**config.mk**
```make
export PLATFORM = sky130hd
export DESIGN_NAME = spi_master
export DESIGN_NICKNAME = d
export VERILOG_FILES = /design/src/rtl/spi_pkg.sv /design/src/rtl/spi_sclk_div.sv /design/src/rtl/spi_master.sv
export SDC_FILE = /design/constraint.sdc
export NUM_CORES = 1
export LEC_CHECK = 0
export CORE_MARGIN = 2
export CORE_UTILIZATION = 48
export DETAILED_ROUTE_END_ITERATION = 10
export PLACE_DENSITY = 0.87
export SYNTH_ARGS = -nofsm -noshare
export SYNTH_HDL_FRONTEND = slang
export SYNTH_SLANG_ARGS = --single-unit
```
**constraint.sdc**
```tcl
create_clock -name CLK -period 2.05 [get_ports CLK]
set_clock_uncertainty 0.05 [all_clocks]
set_input_delay 0.41 -clock CLK [delete_from_list [all_inputs] [get_ports CLK]]
set_output_delay 0.41 -clock CLK [all_outputs]
set_load 0.1 [all_outputs]
```
**src/rtl/spi_pkg.sv**
```systemverilog
// rtl/spi_pkg.sv - shared SPI definitions: frame state encoding and default word width
package spi_pkg;

  localparam int SPI_WORD_WIDTH = 64;

  typedef enum logic [2:0] {
    ST_IDLE,
    ST_SETUP,
    ST_SHIFT,
    ST_HOLD,
    ST_GAP
  } spi_state_t;

endpackage

```
**src/rtl/spi_sclk_div.sv**
```systemverilog
// rtl/spi_sclk_div.sv - SCLK timebase: one-cycle tick every CLK_DIV cycles while enabled
module spi_sclk_div #(
  parameter int CLK_DIV = 4
) (
  input  logic CLK,
  input  logic RST_N,
  input  logic en,
  output logic tick
);

  localparam int CW = $clog2(CLK_DIV);
  localparam logic [CW-1:0] LAST = CW'(CLK_DIV - 1);

  logic [CW-1:0] cnt;

  // Held at zero while disabled so every frame starts on a full half-period.
  always_ff @(posedge CLK or negedge RST_N) begin
    if (!RST_N) begin
      cnt <= '0;
    end else if (!en || cnt == LAST) begin
      cnt <= '0;
    end else begin
      cnt <= cnt + 1'b1;
    end
  end

  assign tick = en && (cnt == LAST);

endmodule

```
**src/rtl/spi_master.sv**
```systemverilog
// rtl/spi_master.sv - Mode-0 SPI master, MSB first; SPI_MASTER_BURST_EN keeps CS_N low across back-to-back words
module spi_master
  import spi_pkg::*;
#(
  parameter int WORD_WIDTH = SPI_WORD_WIDTH,
  parameter int CLK_DIV    = 4,
  parameter int CS_GAP     = 8
) (
  input  logic                  CLK,
  input  logic                  RST_N,
  input  logic [WORD_WIDTH-1:0] DIN,
  input  logic                  DIN_VLD,
  output logic                  DIN_RDY,
  output logic [WORD_WIDTH-1:0] DOUT,
  output logic                  DOUT_VLD,
  output logic                  SCLK,
  output logic                  CS_N,
  output logic                  MOSI,
  input  logic                  MISO
);

  localparam int BW = $clog2(WORD_WIDTH + 1);
  localparam int GW = $clog2(CS_GAP + 1);
  localparam logic [BW-1:0] LAST_BIT = BW'(WORD_WIDTH);
  localparam logic [GW-1:0] LAST_GAP = GW'(CS_GAP - 1);

  spi_state_t            state;
  logic [WORD_WIDTH-1:0] tx_sr;
  logic [WORD_WIDTH-1:0] rx_sr;
  logic [BW-1:0]         bit_cnt;
  logic [GW-1:0]         gap_cnt;
  logic                  rdy_q;
  logic                  div_en;
  logic                  tick;
  logic                  hold_done;
  logic                  accept;

  assign div_en = (state == ST_SETUP) || (state == ST_SHIFT) || (state == ST_HOLD);

  spi_sclk_div #(.CLK_DIV(CLK_DIV)) u_sclk_div (
    .CLK  (CLK),
    .RST_N(RST_N),
    .en   (div_en),
    .tick (tick)
  );

  assign hold_done = (state == ST_HOLD) && tick;

`ifdef SPI_MASTER_BURST_EN
  assign DIN_RDY = rdy_q | hold_done;
`else
  assign DIN_RDY = rdy_q;
`endif

  assign accept = DIN_VLD && DIN_RDY;

  always_ff @(posedge CLK or negedge RST_N) begin
    if (!RST_N) begin
      state    <= ST_IDLE;
      tx_sr    <= '0;
      rx_sr    <= '0;
      bit_cnt  <= '0;
      gap_cnt  <= '0;
      rdy_q    <= 1'b0;
      SCLK     <= 1'b0;
      CS_N     <= 1'b1;
      MOSI     <= 1'b0;
      DOUT     <= '0;
      DOUT_VLD <= 1'b0;
    end else begin
      DOUT_VLD <= 1'b0;
      if (accept) begin
        // A burst accept also retires the word that just finished HOLD.
        state   <= ST_SETUP;
        tx_sr   <= DIN;
        MOSI    <= DIN[WORD_WIDTH-1];
        CS_N    <= 1'b0;
        rdy_q   <= 1'b0;
        bit_cnt <= '0;
        if (hold_done) begin
          DOUT     <= rx_sr;
          DOUT_VLD <= 1'b1;
        end
      end else begin
        case (state)
          ST_IDLE: rdy_q <= 1'b1;
          ST_SETUP: begin
            if (tick) begin
              state   <= ST_SHIFT;
              SCLK    <= 1'b1;
              rx_sr   <= {rx_sr[WORD_WIDTH-2:0], MISO};
              bit_cnt <= bit_cnt + 1'b1;
            end
          end
          ST_SHIFT: begin
            if (tick) begin
              if (SCLK) begin
                SCLK <= 1'b0;
                if (bit_cnt != LAST_BIT) begin
                  tx_sr <= tx_sr << 1;
                  MOSI  <= tx_sr[WORD_WIDTH-2];
                end
              end else if (bit_cnt == LAST_BIT) begin
                state <= ST_HOLD;
              end else begin
                SCLK    <= 1'b1;
                rx_sr   <= {rx_sr[WORD_WIDTH-2:0], MISO};
                bit_cnt <= bit_cnt + 1'b1;
              end
            end
          end
          ST_HOLD: begin
            if (tick) begin
              state    <= ST_GAP;
              CS_N     <= 1'b1;
              DOUT     <= rx_sr;
              DOUT_VLD <= 1'b1;
              gap_cnt  <= '0;
            end
          end
          ST_GAP: begin
            // Ready is raised as IDLE is entered so the first IDLE cycle can accept.
            if (gap_cnt == LAST_GAP) begin
              state <= ST_IDLE;
              rdy_q <= 1'b1;
            end else begin
              gap_cnt <= gap_cnt + 1'b1;
            end
          end
          default: state <= ST_IDLE;
        endcase
      end
    end
  end

endmodule

```
=== After elaboration in Yosys (flattened, before gate mapping) ===
Cells that the tools add are included.

* Register bits after elaboration: 212
* Word-level logic and storage cells: 116
* Input bits: 68

* $add $sub $neg: 3
* Equality and inequality tests: 23
* Bitwise logic cells: 1
* Reductions and logical operators: 26
* Multiplexer cells: 51

{| class="wikitable"
|+ Operators with widths
! operator !! count
|-
| 64-bit 2-to-1 mux || 8
|-
| 63-bit 2-to-1 mux || 5
|-
| 64-bit one-hot mux with 2 select lines || 1
|-
| 7-bit 2-to-1 mux || 5
|-
| 3-bit 2-to-1 mux || 7
|-
| 3-bit inequality test, second input constant || 6
|-
| 1-bit 2-to-1 mux || 17
|-
| 2-bit inequality test, second input constant || 8
|-
| 3-bit one-hot mux with 5 select lines || 1
|-
| 7-bit one-hot mux with 2 select lines || 1
|-
| 2-bit nonzero test || 7
|-
| 4-bit AND reduction || 3
|-
| 4-bit 2-to-1 mux || 2
|-
| 4-bit one-hot mux with 2 select lines || 1
|-
| 7-bit by 1-bit adder with 7-bit output, second input constant || 1
|-
| 7-bit equality test, second input constant || 1
|-
| 7-bit inequality test, second input constant || 1
|-
| 7-bit AND reduction || 1
|-
| 3-bit by 2-bit equality test with 1-bit output, second input constant || 2
|-
| 6-bit AND reduction || 1
|-
| 3-bit nonzero test || 2
|-
| 5-bit AND reduction || 1
|-
| 4-bit by 1-bit adder with 4-bit output, second input constant || 1
|-
| 4-bit by 3-bit equality test with 1-bit output, second input constant || 1
|-
| 14 further kinds || 20
|}

=== Logic depth before layout (Yosys ltp) ===
Gate-level depths: netlist (run 1).

* Word-level depth: 7
* Depth in mapped cells: 9
* Mapped depth without buffers: 7

=== By module ===
Synthesis (run 1) repeated with hierarchy kept, for this count alone.

* Cells, all modules: 798
* Area, all modules: 8,727.1 um^2

{| class="wikitable"
|+ By module, submodules not included
! module !! times used !! sequential area each (um^2) !! area an instance (um^2) !! cells an instance
|-
| spi_master || 1 || 5,256.3 || 8,635.8 || 792
|-
| spi_sclk_div || 1 || 50.0 || 91.3 || 6
|}

=== Worst setup path after synthesis (run 1) ===
No wires, ideal clock.

* Kind: register to register
* From: register rdy_q, in the netlist DIN_RDY
* To: register bit_cnt[4]
* Path slack: -0.485 ns
* Data required time: 1.922 ns
* Arrival time: 2.407 ns
* Stages on the path, launching flop included: 7
* Path through: dfrtp_1 nand2_1 a311o_1 a22o_1 buf_2 or3_1 a21oi_1

* Word-level cells in the longest chain between the ends: 3
* Elaborated cells on any way between the ends: 8
* Those cells by class: eq/ne (4); mux (1); reduce/logical (3)

{| class="wikitable"
|+ Ends and longest elaborated chain
! element !! line !! RTL
|-
| start, declared || spi_master.sv:32 || <nowiki>logic rdy_q;</nowiki>
|-
| start signal, assigned || spi_master.sv:64 || <nowiki>rdy_q <= 1'b0;</nowiki>
|-
| start signal, assigned || spi_master.sv:78 || <nowiki>rdy_q <= 1'b0;</nowiki>
|-
| start signal, assigned || spi_master.sv:86 || <nowiki>ST_IDLE: rdy_q <= 1'b1;</nowiki>
|-
| 1-bit logical AND * || spi_master.sv:55 || <nowiki>assign accept = DIN_VLD && DIN_RDY;</nowiki>
|-
| 3-bit inequality test (no line) or 3-bit nonzero test (tied branches) || - ||
|-
| 5-bit AND reduction (no line) || - ||
|-
| end signal, assigned || spi_master.sv:92 || <nowiki>bit_cnt <= bit_cnt + 1'b1;</nowiki>
|-
| end signal, assigned || spi_master.sv:108 || <nowiki>bit_cnt <= bit_cnt + 1'b1;</nowiki>
|-
| end, declared || spi_master.sv:30 || <nowiki>logic [BW-1:0] bit_cnt;</nowiki>
|}

Every way passes the cells marked *; elsewhere a longest branch is shown, timed or not.
A chain may end at the register's enable or synchronous reset.

=== Worst setup path in the final report (run 1) ===
* From: register bit_cnt[0]
* To: register state[1]

* Word-level cells in the longest chain between the ends: 3

{| class="wikitable"
|+ Ends and longest elaborated chain
! element !! line !! RTL
|-
| 7-bit equality test || spi_master.sv:103 || <nowiki>end else if (bit_cnt == LAST_BIT) begin</nowiki>
|-
| 3-bit by 2-bit inequality test with 1-bit output (no line) || - ||
|-
| 7-bit AND reduction (no line) || - ||
|-
| end signal, assigned || spi_master.sv:104 || <nowiki>state <= ST_HOLD;</nowiki>
|-
| end signal, assigned || spi_master.sv:114 || <nowiki>state <= ST_GAP;</nowiki>
|-
| end signal, assigned || spi_master.sv:124 || <nowiki>state <= ST_IDLE;</nowiki>
|-
| end, declared || spi_master.sv:27 || <nowiki>spi_state_t state;</nowiki>
|}

Every way passes these cells.

==> results of run 1 <==
## logic make-up after synthesis
family / synth area share
compound gates: 0.06009
buf+inv: 0.02976
flops: 0.6067
fa+ha+maj: 0.005723
xor+xnor: 0.001002
simple gates: 0.1411
mux: 0.1557
## through the flow
step	hold WS (ns)	area, um^2	total power, uW	TNS (ns)	instances
final	0.3933	11750	13700	-19.69	1224
after global routing	0.4358	11750	14400	-30.26	1224
after CTS	0.4001	11510	13430	-10.68	1215
after detailed placement	0.3910	10490	9090	-16.29	1156
after global placement	0.3801	10490	8948	-13.28	1156
after floorplan	0.06441	8797	7905	-3.466	798
## registers in the layout, indices dropped and copies added (netlist names)
register        count
CS_N                1
SCLK                1
DIN_RDY             1
state               3
gap_cnt             4
MOSI                1
rx_sr              64
u_sclk_div.cnt      2
DOUT               64
bit_cnt             7
DOUT_VLD            1
tx_sr              63
## cell usage in the layout (no fill, tap or decap), types with 3 or more instances in the layout
cell type / instances
inv_1: 3
clkinv_2: 3
nand2_2: 11
buf_4: 100
clkbuf_8: 3
o21ai_1: 54
o21ai_2: 8
clkbuf_16: 28
inv_2: 3
nand2_1: 256
nor2_2: 3
clkbuf_1: 10
nor3_1: 3
clkdlybuf4s50_1: 66
ha_1: 3
o21ai_0: 13
or3_1: 5
buf_12: 17
nand4_1: 3
buf_16: 5
buf_8: 3
mux2i_1: 64
mux2_2: 64
a21oi_1: 7
nor2_1: 6
buf_6: 5
dfrtp_1: 209
## metal layers
metal  track usage  vias up
met5             0        -
met4       0.05263        0
met3       0.04489       26
met2        0.3303      191
met1        0.2863     3162
li1              -     3028
## worst paths after layout
check | from | cells after the start | endpoint
worst max-delay path | bit_cnt[0] | 9 | state[1]
worst min-delay path | u_sclk_div.cnt[0] | 1 | u_sclk_div.cnt[0]
worst max register to register | bit_cnt[0] | 9 | state[1]
worst min register to register | u_sclk_div.cnt[0] | 1 | u_sclk_div.cnt[0]
max in group asynchronous | RST_N | 3 | rx_sr[0]
min in group asynchronous | RST_N | 2 | tx_sr[55]
## Yosys cell counts (3+ instances only)
cell type    n
nand2_1    269
dfrtp_1    211
o21ai_0     70
mux2_2      64
mux2i_1     64
clkbuf_1    23
buf_2       13
nor2_1       9
a21oi_1      7
inv_1        6
buf_1        5
o21ai_1      5
or3_1        5
buf_6        4
ha_1         4
buf_4        3
nand4_1      3
nor3_1       3
## timing repair
| item | in CTS | in global routing |
|---|---|---|
| hold buffers | 1 | 0 |
| cloned | 7 | 6 |
| setup buffers | 9 | 6 |
| endpoints found under the hold margin | 55 | 0 |
| endpoints found under the setup margin | 130 | 137 |
| pin swaps | 1 | 12 |
| gates resized for setup | 63 | 44 |
## cell type report
| cell class | count | area (um^2) | share of cell area |
|---|---|---|---|
| Tap cell | 229 | 286.5 | 0.02440 |
| Clock buffer | 35 | 640.6 | 0.05454 |
| Inverter | 6 | 22.52 | 0.001918 |
| Multi-Input combinational cell | 532 | 3297 | 0.2807 |
| Timing Repair Buffer | 203 | 2140 | 0.1822 |
| Clock inverter | 7 | 47.55 | 0.004048 |
| Sequential cell | 212 | 5311 | 0.4522 |
## critical path, cell delays in order, from the launching register on
cell	delay [ns]
dfrtp_1	0.39
inv_2	0.07
ha_4	0.13
or4b_4	0.47
or2_4	0.29
buf_6	0.12
a211oi_2	0.23
buf_4	0.15
nor2_2	0.03
o22a_1	0.22
## power groups by stage
| stage | Sequential, uW | Clock, uW | Combinational (uW) |
|---|---|---|---|
| finish | 5420 | 3800 | 4490 |
| detailed placement | 5430 | 0 | 3660 |
| CTS | 5370 | 3860 | 4190 |
| floorplan | 5810 | 0 | 2100 |
| global placement | 5390 | 0 | 3550 |
| global route | 5500 | 4060 | 4850 |
==> key figures, run 1 <==
Worst setup path
  – Arr. time, crit path: about 2.6 ns
  – Endpoint class of the critical path: flop
  – Worst endpoint required time: around 2.4 ns
  – R2R Setup Slk: -0.22 ns
  – Worst Path Class, Setup: reg2reg
  – Startpoint types: flop
  – Crit path max fanout: 3

Floorplanning
  – Chip Width: around 140 um
  – Core ar.: ~18,000 um^2
  – Top-level port count: between 100 and 150
  – Die area: 19,320 um^2
  – Die height: 139.0 um
  – Num rows: slightly below 50
  – Initial core utilization: 0.4885

Route
  – DR vias/cell: 5.234
  – Metal2 WL: slightly below 10,000 um
  – WL met3: roughly 1300 um
  – Pre-Repair DR Iteration Count: 4
  – Post-Route WL: 20,320 um
  – Post-route DRC: 0
  – DR top layer: met4
  – Vias post-DR: about 6,400
  – Drt wl/cell: around 17 um
  – Initial DRC Count: 271
  – Wire length on met1: 9016 um
  – Final ANT Viol Nets: 0

Logic synthesis
  – Synth unique cells: slightly above 40
  – Area share of the leading cell type in the synthesized netlist: 0.6037
  – Gate Count Post-Synth: approximately 800
  – Synth Net Count: 870
  – Most used DFF post-synth: dfrtp_1
  – Synthesized area: roughly 8700 um^2
  – Synth area leader: dfrtp_1
  – Fraction of registers with async set/reset: 1.000
  – Mean Syn Cell Area: roughly 11 um^2
  – Ys Warns: 0
  – EDFF count, synth: 0
  – Register area share after synthesis: 0.6067
  – Yosys reg bits: 212
  – Largest cells by area after synthesis: dfrtp_1 (60%), nand2_1 (12%), mux2_2 (8.2%)

CTS
  – Clock latency on the worst-skew pair: ~0.50 ns
  – Clock root buffer: clkbuf_16
  – Num CTS Buffers: 23
  – H-tree lvl count: 1
  – CTS clock-pin slew for the worst setup and hold paths: around 0.06 ns
  – CTS sink count: about 210
  – CTS Buffer Depth: 3
  – TritonCTS clock tree: yes

Status
  – Status: complete, but fails checks
  – Failing checks: setup timing

Power
  – Pleak: 0.005860 uW
  – Clock power share: 0.277
  – Comb power frac: 0.327
  – P per Cell Area: 1166 nW/um^2
  – Pint: roughly 9200 uW
  – Peak VDD IR: 0.9207 mV
  – Reg power frac: 0.395
  – Sw Pwr: around 4500 uW
  – Switching part of the total: 0.3310

Final layout
  – Layout cell share with drive strength beyond 1: 0.2744
  – Final nets: between 1,000 and 1,500
  – Finished Core Util: 0.6561
  – Ant. Diodes: 0
  – Syn-to-layout area delta: 34.29%
  – # fillers: about 1,400

Global routing
  – Largest net degree at the start of global routing: 67
  – Total global routing overflow: 0
  – Vias in the first global route: roughly 6,500
  – Global-route wire length before repair: around 33,000 um
  – Initial antenna violation count: 0
  – Overall Global Routing Usage: 0.2052

Placed design
  – Dpl ws: -0.2320 ns
  – DP Wirelength: around 12,000 um
  – Port Buffer Count: 136
  – RePlAce Congestion: between 0.8 and 0.9

Timing
  – Worst-Margin Slew: around 0.58 ns
  – Period utilization: 1.108
  – Setup ws final: -0.2214 ns
  – RSZ-0062 raised after global routing: true
  – Final Critical Period: 2.271 ns
  – Slew headroom: 0.6143
  – Setup-failing EPs final: 130
  – FMAX: 0.4403 GHz
  – Final Hold Fails: 0
  – Final Max Tran Viols: 0

Worst hold path
  – Tightest Hold Check Type: reg2reg

Job
  – Max-cap violation count: 0
Note: power is estimated with default switching activity, not from simulation.
==> run 2: changes to the inputs <==
--- a/config.mk
+++ b/config.mk
@@ -5,8 +5,11 @@
 export SDC_FILE = /design/constraint.sdc
 export NUM_CORES = 1
 export LEC_CHECK = 0
+export CELL_PAD_IN_SITES_DETAIL_PLACEMENT = 0
+export CELL_PAD_IN_SITES_GLOBAL_PLACEMENT = 2
 export CORE_MARGIN = 2
-export CORE_UTILIZATION = 48
+export CORE_UTILIZATION = 31
+export CTS_CLUSTER_SIZE = 10
 export DETAILED_ROUTE_END_ITERATION = 10
 export PLACE_DENSITY = 0.87
 export SYNTH_ARGS = -nofsm -noshare
==> run 2 against run 1 <==
The run still ends with setup timing left. Final area down 0.11%. Routed wire length down 1.5%. Combinational power down 8.7%. Non-clock buffer count down 15. Flip-flop and latch count unchanged. Setup slack better by 0.092 ns.
==> key figures, run 2 (synthesis gave the netlist of run 1 again) <==
Worst setup path
  – Crit path max fanout: 26 (+23)
  – Slowest stage delay, CP: 0.47 ns (about the same)
  – Most frequent CP cell: buf_12
  – Arr. time, crit path: 2.52 ns (-0.08 ns)
  – Startpoint types: flop
  – Worst Path Class, Setup: reg2reg
  – CP cell instances: inv_1 -> ha_1 -> or4b_4 -> or2_4 -> a41oi_4 -> buf_12 -> buf_12 -> o21ai_0
  – Endpoint class of the critical path: flop
  – WP buf/inv: 3 (unchanged)
  – Worst endpoint required time: 2.39 ns (about the same)
  – R2R Setup Slk: -0.13 ns (+0.09 ns)
  – Kind of cell adding the most delay to the critical path: simple AND/OR/NAND/NOR gates
  – Slowest cell on crit path: or4b_4

Power
  – P per Cell Area: 1159 nW/um^2 (-0.66%)
  – Switching part of the total: 0.3202 (-0.01084)
  – Pleak: 0.005772 uW (-1.5%)
  – Comb power frac: 0.301 (-0.026)
  – Sw Pwr: 4353 uW (-4.0%)
  – Clock power share: 0.303 (+0.026)
  – Reg power frac: 0.396 (about the same)
  – Peak VDD IR: 0.7758 mV (-16%)
  – Pint: 9241 uW (+0.84%)

Global routing
  – Vias in the first global route: 6,147 (-5.2%)
  – Initial antenna violation count: 0 (unchanged)
  – Total global routing overflow: 0 (unchanged)
  – Overall Global Routing Usage: 0.1314 (-0.07379)
  – Global-route wire length before repair: 31,570 um (-4.4%)
  – Largest net degree at the start of global routing: 67 (unchanged)

Timing
  – Worst-Margin Slew: 0.5314 ns (-0.04718 ns)
  – Slew headroom: 0.6457 (+0.03146)
  – Final Max Tran Viols: 0 (unchanged)
  – Final Hold Fails: 0 (unchanged)
  – Setup-failing EPs final: 125 (-3.8%)
  – FMAX: 0.4588 GHz (+4.2%)
  – Period utilization: 1.063 (-0.04477)
  – Final Critical Period: 2.180 ns (-0.09179 ns)
  – Setup ws final: -0.1296 ns (+0.09179 ns)
  – RSZ-0062 raised after global routing: true
  – Final hold slack: 0.3447 ns (-0.04865 ns)

Final layout
  – Final nets: 1,038 (-1.1%)
  – Fin area: 11,730 um^2 (-0.11%)
  – Ant. Diodes: 0 (unchanged)
  – Syn-to-layout area delta: 34.15%
  – Layout cell share with drive strength beyond 1: 0.2431 (-0.03129)
  – Most frequent cells in the layout: nand2_1 (268), dfrtp_1 (209), buf_4 (94), clkdlybuf4s50_1 (66)
  – Commonest non-fill, non-tap cell in the layout: nand2_1
  – # fillers: 2,693 (+99%)
  – Largest registers: DOUT (64), rx_sr (64), tx_sr (63)

Route
  – Post-route DRC: 0 (unchanged)
  – Metal2 WL: 8767 um (-9.6%)
  – WL met3: 1376 um (+4.7%)
  – Final ANT Viol Nets: 0 (unchanged)
  – DR top layer: met4
  – DR vias/cell: 4.466 (-15%)
  – Pre-Repair DR Iteration Count: 4 (unchanged)
  – Vias post-DR: 6,042 (-5.7%)
  – Initial DRC Count: 340 (+25%)
  – Post-Route WL: 20,020 um (-1.5%)
  – Wire length on met1: 9509 um (+5.5%)
  – Drt wl/cell: 14.79 um (-11%)

Placed design
  – RePlAce Congestion: 0.7352 (-11%)
  – DP Wirelength: 12,610 um (+4.8%)
  – Area after DPL: 10,690 um^2 (+1.8%)
  – Port Buffer Count: 136 (unchanged)

Status
  – Status: complete, but fails checks
  – Failing checks: setup timing

Floorplanning
  – Top-level port count: 137 (unchanged)
  – Die height: 172.0 um (+24%)
  – Die area: 29,570 um^2 (+53%)
  – Core ar.: 27,780 um^2 (+55%)
  – Num rows: 61 (+24%)
  – Chip Width: 172.0 um (+24%)
  – Initial core utilization: 0.3148 (-0.1737)

Worst hold path
  – Tightest Hold Check Type: in2async

CTS
  – Clock latency on the worst-skew pair: 0.53 ns (+0.03 ns)
  – CTS sink count: 212 (unchanged)
  – H-tree lvl count: 1 (unchanged)
  – CTS clock-pin slew for the worst setup and hold paths: 0.06 ns (about the same)
  – Clock root buffer: clkbuf_16
  – Num CTS Buffers: 26 (+13%)
  – CTS Buffer Depth: 3 (unchanged)
  – TritonCTS clock tree: yes

Job
  – Max-cap violation count: 0 (unchanged)
-- run 2: through the flow --
| stage | setup TNS (ns) | utilization | setup slack [ns] | power, uW | instances |
|---|---|---|---|---|---|
| after global placement | -16.43 | 0.3847 | -0.2330 | 9093 | 1305 |
| after global routing | -22.37 | 0.4223 | -0.2207 | 14400 | 1353 |
| after detailed placement | -18.76 | 0.3847 | -0.2777 | 9174 | 1305 |
| after CTS | -14.70 | 0.4155 | -0.1511 | 13490 | 1346 |
| after floorplan | -3.466 | - | -0.05273 | 7905 | 798 |
| final | -8.528 | 0.4223 | -0.1296 | 13590 | 1353 |
-- run 2: area by class of cell --
| class | count | area (um^2) | area share |
|---|---|---|---|
| well taps | 378 | 473.0 | 0.04031 |
| flip-flops and latches | 212 | 5311 | 0.4527 |
| multi-input cells | 532 | 3231 | 0.2754 |
| clock inverters | 3 | 40.04 | 0.003413 |
| inverters | 6 | 22.52 | 0.001920 |
| repair buffers | 188 | 1934 | 0.1649 |
| clock buffers | 34 | 720.7 | 0.06143 |
-- run 2: path summary, 6_finish.rpt --
kind,from,to,depth (start not counted)
setup / recovery,bit_cnt[0],tx_sr[6],8
hold / removal,RST_N,tx_sr[53],2
setup reg to reg,bit_cnt[0],tx_sr[6],8
hold reg to reg,u_sclk_div.cnt[0],u_sclk_div.cnt[0],1
max in group asynchronous,RST_N,DIN_RDY,3
min in group CLK,u_sclk_div.cnt[0],u_sclk_div.cnt[0],1
-- run 2: per-layer routing --
metal | global-route usage | vias up
met5 | 0 | -
met4 | 0.02959 | 0
met3 | 0.03479 | 23
met2 | 0.2066 | 151
met1 | 0.1824 | 2870
li1 | - | 2998
-- run 2: worst reg2reg max path, stage by stage (launching register included) --
cell and delay, ns:
dfrtp_1 0.37, inv_1 0.06, ha_1 0.13, or4b_4 0.47, or2_4 0.27, a41oi_4 0.19
buf_12 0.21, buf_12 0.18, o21ai_0 0.11
-- run 2: what timing repair did --
action,in CTS,in global routing
setup endpoints to repair,128,171
pin swaps,1,0
buffers inserted,2,2
gates resized for setup,4,50
hold buffers,1,0
hold endpoints to repair,39,0
gates cloned,1,6
-- run 2: power by group through the flow --
stage / sequential, uW / combinational [uW] / clock [uW]
2_1_floorplan: 5810 / 2100 / 0
5_1_grt: 5490 / 4500 / 4410
3_3_place_gp: 5430 / 3660 / 0
3_5_place_dp: 5460 / 3720 / 0
4_1_cts: 5390 / 3840 / 4260
6_report: 5380 / 4100 / 4110
==> run 3: changes to the inputs <==
--- a/config.mk
+++ b/config.mk
@@ -5,13 +5,14 @@
 export SDC_FILE = /design/constraint.sdc
 export NUM_CORES = 1
 export LEC_CHECK = 0
+export ABC_AREA = 1
 export CELL_PAD_IN_SITES_DETAIL_PLACEMENT = 0
 export CELL_PAD_IN_SITES_GLOBAL_PLACEMENT = 2
 export CORE_MARGIN = 2
-export CORE_UTILIZATION = 31
+export CORE_UTILIZATION = 29
 export CTS_CLUSTER_SIZE = 10
 export DETAILED_ROUTE_END_ITERATION = 10
-export PLACE_DENSITY = 0.87
+export PLACE_DENSITY = 0.88
 export SYNTH_ARGS = -nofsm -noshare
 export SYNTH_HDL_FRONTEND = slang
 export SYNTH_SLANG_ARGS = --single-unit
==> run 3 against run 2 <==
The flow now finishes without violations. Sequential share of layout area down 0.50 points. Via count up 27%. Global-route usage up 0.65 points. Routed wire length up 16%. Count of clock-buffer cells in the layout up 6. Critical path depth up 1. Non-clock buffer count down 22. Synthesized area up 7.3%. First-iteration DRC count up 50%. Cell count up 27%. Critical endpoint is now tx_sr[32].
==> key figures, run 3 <==
CTS
  – TritonCTS clock tree: yes
  – CTS sink count: 212 (unchanged)
  – CTS clock-pin slew for the worst setup and hold paths: 0.05 ns (about the same)
  – H-tree lvl count: 1 (unchanged)
  – Clock root buffer: clkbuf_16
  – Num CTS Buffers: 26 (unchanged)
  – CTS Buffer Depth: 3 (unchanged)
  – Clock latency on the worst-skew pair: 0.52 ns (about the same)

Timing
  – Slew headroom: 0.7086 (+0.06288)
  – Final Critical Period: 1.790 ns (-0.3899 ns)
  – Worst-Margin Slew: 0.4371 ns (-0.09432 ns)
  – Final Max Tran Viols: 0 (unchanged)
  – FMAX: 0.5587 GHz (+22%)
  – Setup ws final: 0.2602 ns (+0.3899 ns)
  – Period utilization: 0.8731 (-0.1902)
  – RSZ-0062 raised after global routing: false
  – Final TNS setup: 0 ns (+8.528 ns)
  – Final hold slack: 0.3650 ns (+0.02026 ns)
  – Final Hold Fails: 0 (unchanged)
  – Setup-failing EPs final: 0 (-100%)

Worst setup path
  – Kind of cell adding the most delay to the critical path: simple AND/OR/NAND/NOR gates
  – Crit path max fanout: 27 (+3.8%)
  – Startpoint types: flop
  – Most frequent CP cell: nand2_1
  – WP buf/inv: 2 (-1)
  – Worst Path Class, Setup: reg2reg
  – Slowest cell on crit path: dfrtp_1
  – Slowest stage delay, CP: 0.40 ns (-0.07 ns)
  – CP cell instances: inv_1 -> ha_1 -> nand2_1 -> nor2_2 -> nor2_1 -> nand2_2 -> buf_4 -> nand3_1 -> nand2_1
  – Worst endpoint required time: 2.45 ns (+0.06 ns)
  – Arr. time, crit path: 2.19 ns (-0.33 ns)
  – Endpoint class of the critical path: flop

Logic synthesis
  – Gate Count Post-Synth: 1,175 (+47%)
  – Yosys reg bits: 212 (unchanged)
  – Most used DFF post-synth: dfrtp_1
  – Register area share after synthesis: 0.5657 (-0.04103)
  – Largest family of logic cells by synthesized area: simple AND/OR/NAND/NOR gates
  – Mean Syn Cell Area: 7.983 um^2 (-27%)
  – Post-Synth Simple-Gate Area: 0.3657 (+0.2247)
  – Synth unique cells: 30 (-27%)
  – Synth Net Count: 1,247 (+43%)
  – Synth Area in Compound Gates: 0.009204 (-0.05088)
  – Most common cell in the netlist: nand2_1
  – EDFF count, synth: 0 (unchanged)
  – Fraction of registers with async set/reset: 1.000 (unchanged)
  – Synthesized area: 9380 um^2 (+7.3%)
  – Post-synthesis mux area share: 0.001067 (-0.1546)
  – Adder-cell share of the synthesized area: 0.005335 (-0.0003870)
  – Post-synth top cells: nand2_1 (681), dfrtp_1 (211), nand3_1 (146)
  – Synth area leader: dfrtp_1
  – Largest cells by area after synthesis: dfrtp_1 (56%), nand2_1 (27%), nand3_1 (7.8%)
  – Ys Warns: 0 (unchanged)
  – Area share of the leading cell type in the synthesized netlist: 0.5629 (-0.04083)
  – Xor-xnor portion of the synthesized cell area: 0.003735 (+0.002733)

Global routing
  – Initial antenna violation count: 0 (unchanged)
  – Largest net degree at the start of global routing: 92 (+37%)
  – Total global routing overflow: 0 (unchanged)
  – Global-route wire length before repair: 38,800 um (+23%)
  – Vias in the first global route: 7,524 (+22%)
  – Overall Global Routing Usage: 0.1380 (+0.006535)

Final layout
  – Largest registers: DOUT (64), rx_sr (64), tx_sr (63)
  – Commonest non-fill, non-tap cell in the layout: nand2_1
  – Most frequent cells in the layout: nand2_1 (678), dfrtp_1 (210), nand3_1 (146), buf_4 (85), clkdlybuf4s50_1 (66)
  – Finished Core Util: 0.3737 (-0.04858)
  – Layout cell share with drive strength beyond 1: 0.1142 (-0.1288)
  – # fillers: 3,293 (+22%)
  – Ant. Diodes: 0 (unchanged)
  – Final nets: 1,372 (+32%)
  – Syn-to-layout area delta: 26.37%

Placed design
  – RePlAce Congestion: 0.7137 (-2.9%)
  – Dpl ws: 0.08409 ns (+0.3618 ns)
  – DP Wirelength: 14,320 um (+14%)
  – Port Buffer Count: 136 (unchanged)

Route
  – Pre-Repair DR Iteration Count: 4 (unchanged)
  – Post-Route WL: 23,130 um (+16%)
  – Vias post-DR: 7,669 (+27%)
  – Drt wl/cell: 13.49 um (-8.8%)
  – Final ANT Viol Nets: 0 (unchanged)
  – Initial DRC Count: 510 (+50%)
  – Post-route DRC: 0 (unchanged)
  – DR vias/cell: 4.472 (+0.14%)

Floorplanning
  – Die area: 33,800 um^2 (+14%)
  – Initial core utilization: 0.2957 (-0.01907)
  – Num rows: 65 (+6.6%)
  – Top-level port count: 137 (unchanged)
  – Core ar.: 31,720 um^2 (+14%)
  – Die height: 183.9 um (+6.9%)
  – Chip Width: 183.9 um (+6.9%)

Power
  – Peak VDD IR: 0.4276 mV (-45%)
  – Pleak: 0.006611 uW (+15%)
  – Total Power: 8603 uW (-37%)
  – P per Cell Area: 725.7 nW/um^2 (-37%)

Worst hold path
  – Tightest Hold Check Type: in2async

Job
  – Max-cap violation count: 0 (unchanged)

Status
  – Status: complete, no violations
==> run 3: changes by cell type after synthesis, moves of 5 or more <==
cell / delta
nand2_1: +412
or3_1: -5
buf_2: +14
o21ai_0: -65
clkbuf_1: -8
mux2_2: -64
mux2i_1: -63
nor2_1: +9
inv_2: +5
buf_6: +7
nand3_1: +144
o21ai_1: -5
==> run 3: final cells by class <==
cell class / count / area [um^2] / share of cell area
Clock buffer: 40 / 754.5 / 0.06365
Clock inverter: 1 / 5.005 / 0.0004222
Inverter: 16 / 60.06 / 0.005066
Multi-Input combinational cell: 878 / 3640 / 0.3071
Sequential cell: 212 / 5308 / 0.4478
Tap cell: 402 / 503.0 / 0.04243
Timing Repair Buffer: 166 / 1584 / 0.1336
==> run 3: final timing paths <==
check                           slack [ns]              start                 to  cells after the start
worst max-delay path                  0.26         bit_cnt[0]          tx_sr[32]                      9
worst min-delay path                  0.36              RST_N          tx_sr[19]                      2
worst max register to register        0.26         bit_cnt[0]          tx_sr[32]                      9
worst min register to register        0.38  u_sclk_div.cnt[0]  u_sclk_div.cnt[0]                      1
max in group asynchronous             0.91              RST_N            DIN_RDY                      3
min in group CLK                      0.38  u_sclk_div.cnt[0]  u_sclk_div.cnt[0]                      1
==> run 3: through the flow <==
stage          std cells  instance area [um^2]
6_report            1715                 11850
5_1_grt             1715                 11850
4_1_cts             1715                 11850
3_5_place_dp        1673                 11080
3_3_place_gp        1673                 11080
2_1_floorplan       1175                  9382
==> run 3: kinds of logic (layout without fill, tap and decap cells) <==
| family | Yosys count | count (layout) |
|---|---|---|
| adders and majority gates | 4 | 4 |
| DFF | 212 | 212 |
| xor gates and xnor gates | 4 | 4 |
| and+or+nand+nor | 855 | 855 |
| AOI/OAI and AO/OA | 14 | 14 |
| buffers and inverters | 85 | 223 |
| muxes | 1 | 1 |
==> run 3: repair_timing <==
item,in CTS,in global routing
setup endpoints to repair,0,6
gates resized for setup,0,1
endpoints found under the hold margin,40,0
hold buffers,1,0
setup buffers,0,0
==> run 3: worst register-to-register path, delay by kind of cell (launching register included) <==
family,cells,cell delay [ns]
AND/OR/NAND/NOR,6,0.73
buffers and inverters,2,0.41
adder cells (fa/ha/maj),1,0.14
flip-flops,1,0.40
==> run 3: report_power, final <==
group | internal (uW) | switching [uW] | leakage, uW
clock | 2490 | 1670 | 0.000370
combinational | 131 | 116 | 0.00332
sequential | 4190 | 5.50 | 0.00292
total | 6810 | 1790 | 0.00661
==> run 3: layer usage <==
| layer | share of wire | global-route usage |
|---|---|---|
| met4 | 0.015 | 0.02912 |
| met3 | 0.047 | 0.02437 |
| met1 | 0.50 | 0.1997 |
| met5 | 0 | 0 |
| met2 | 0.44 | 0.2158 |
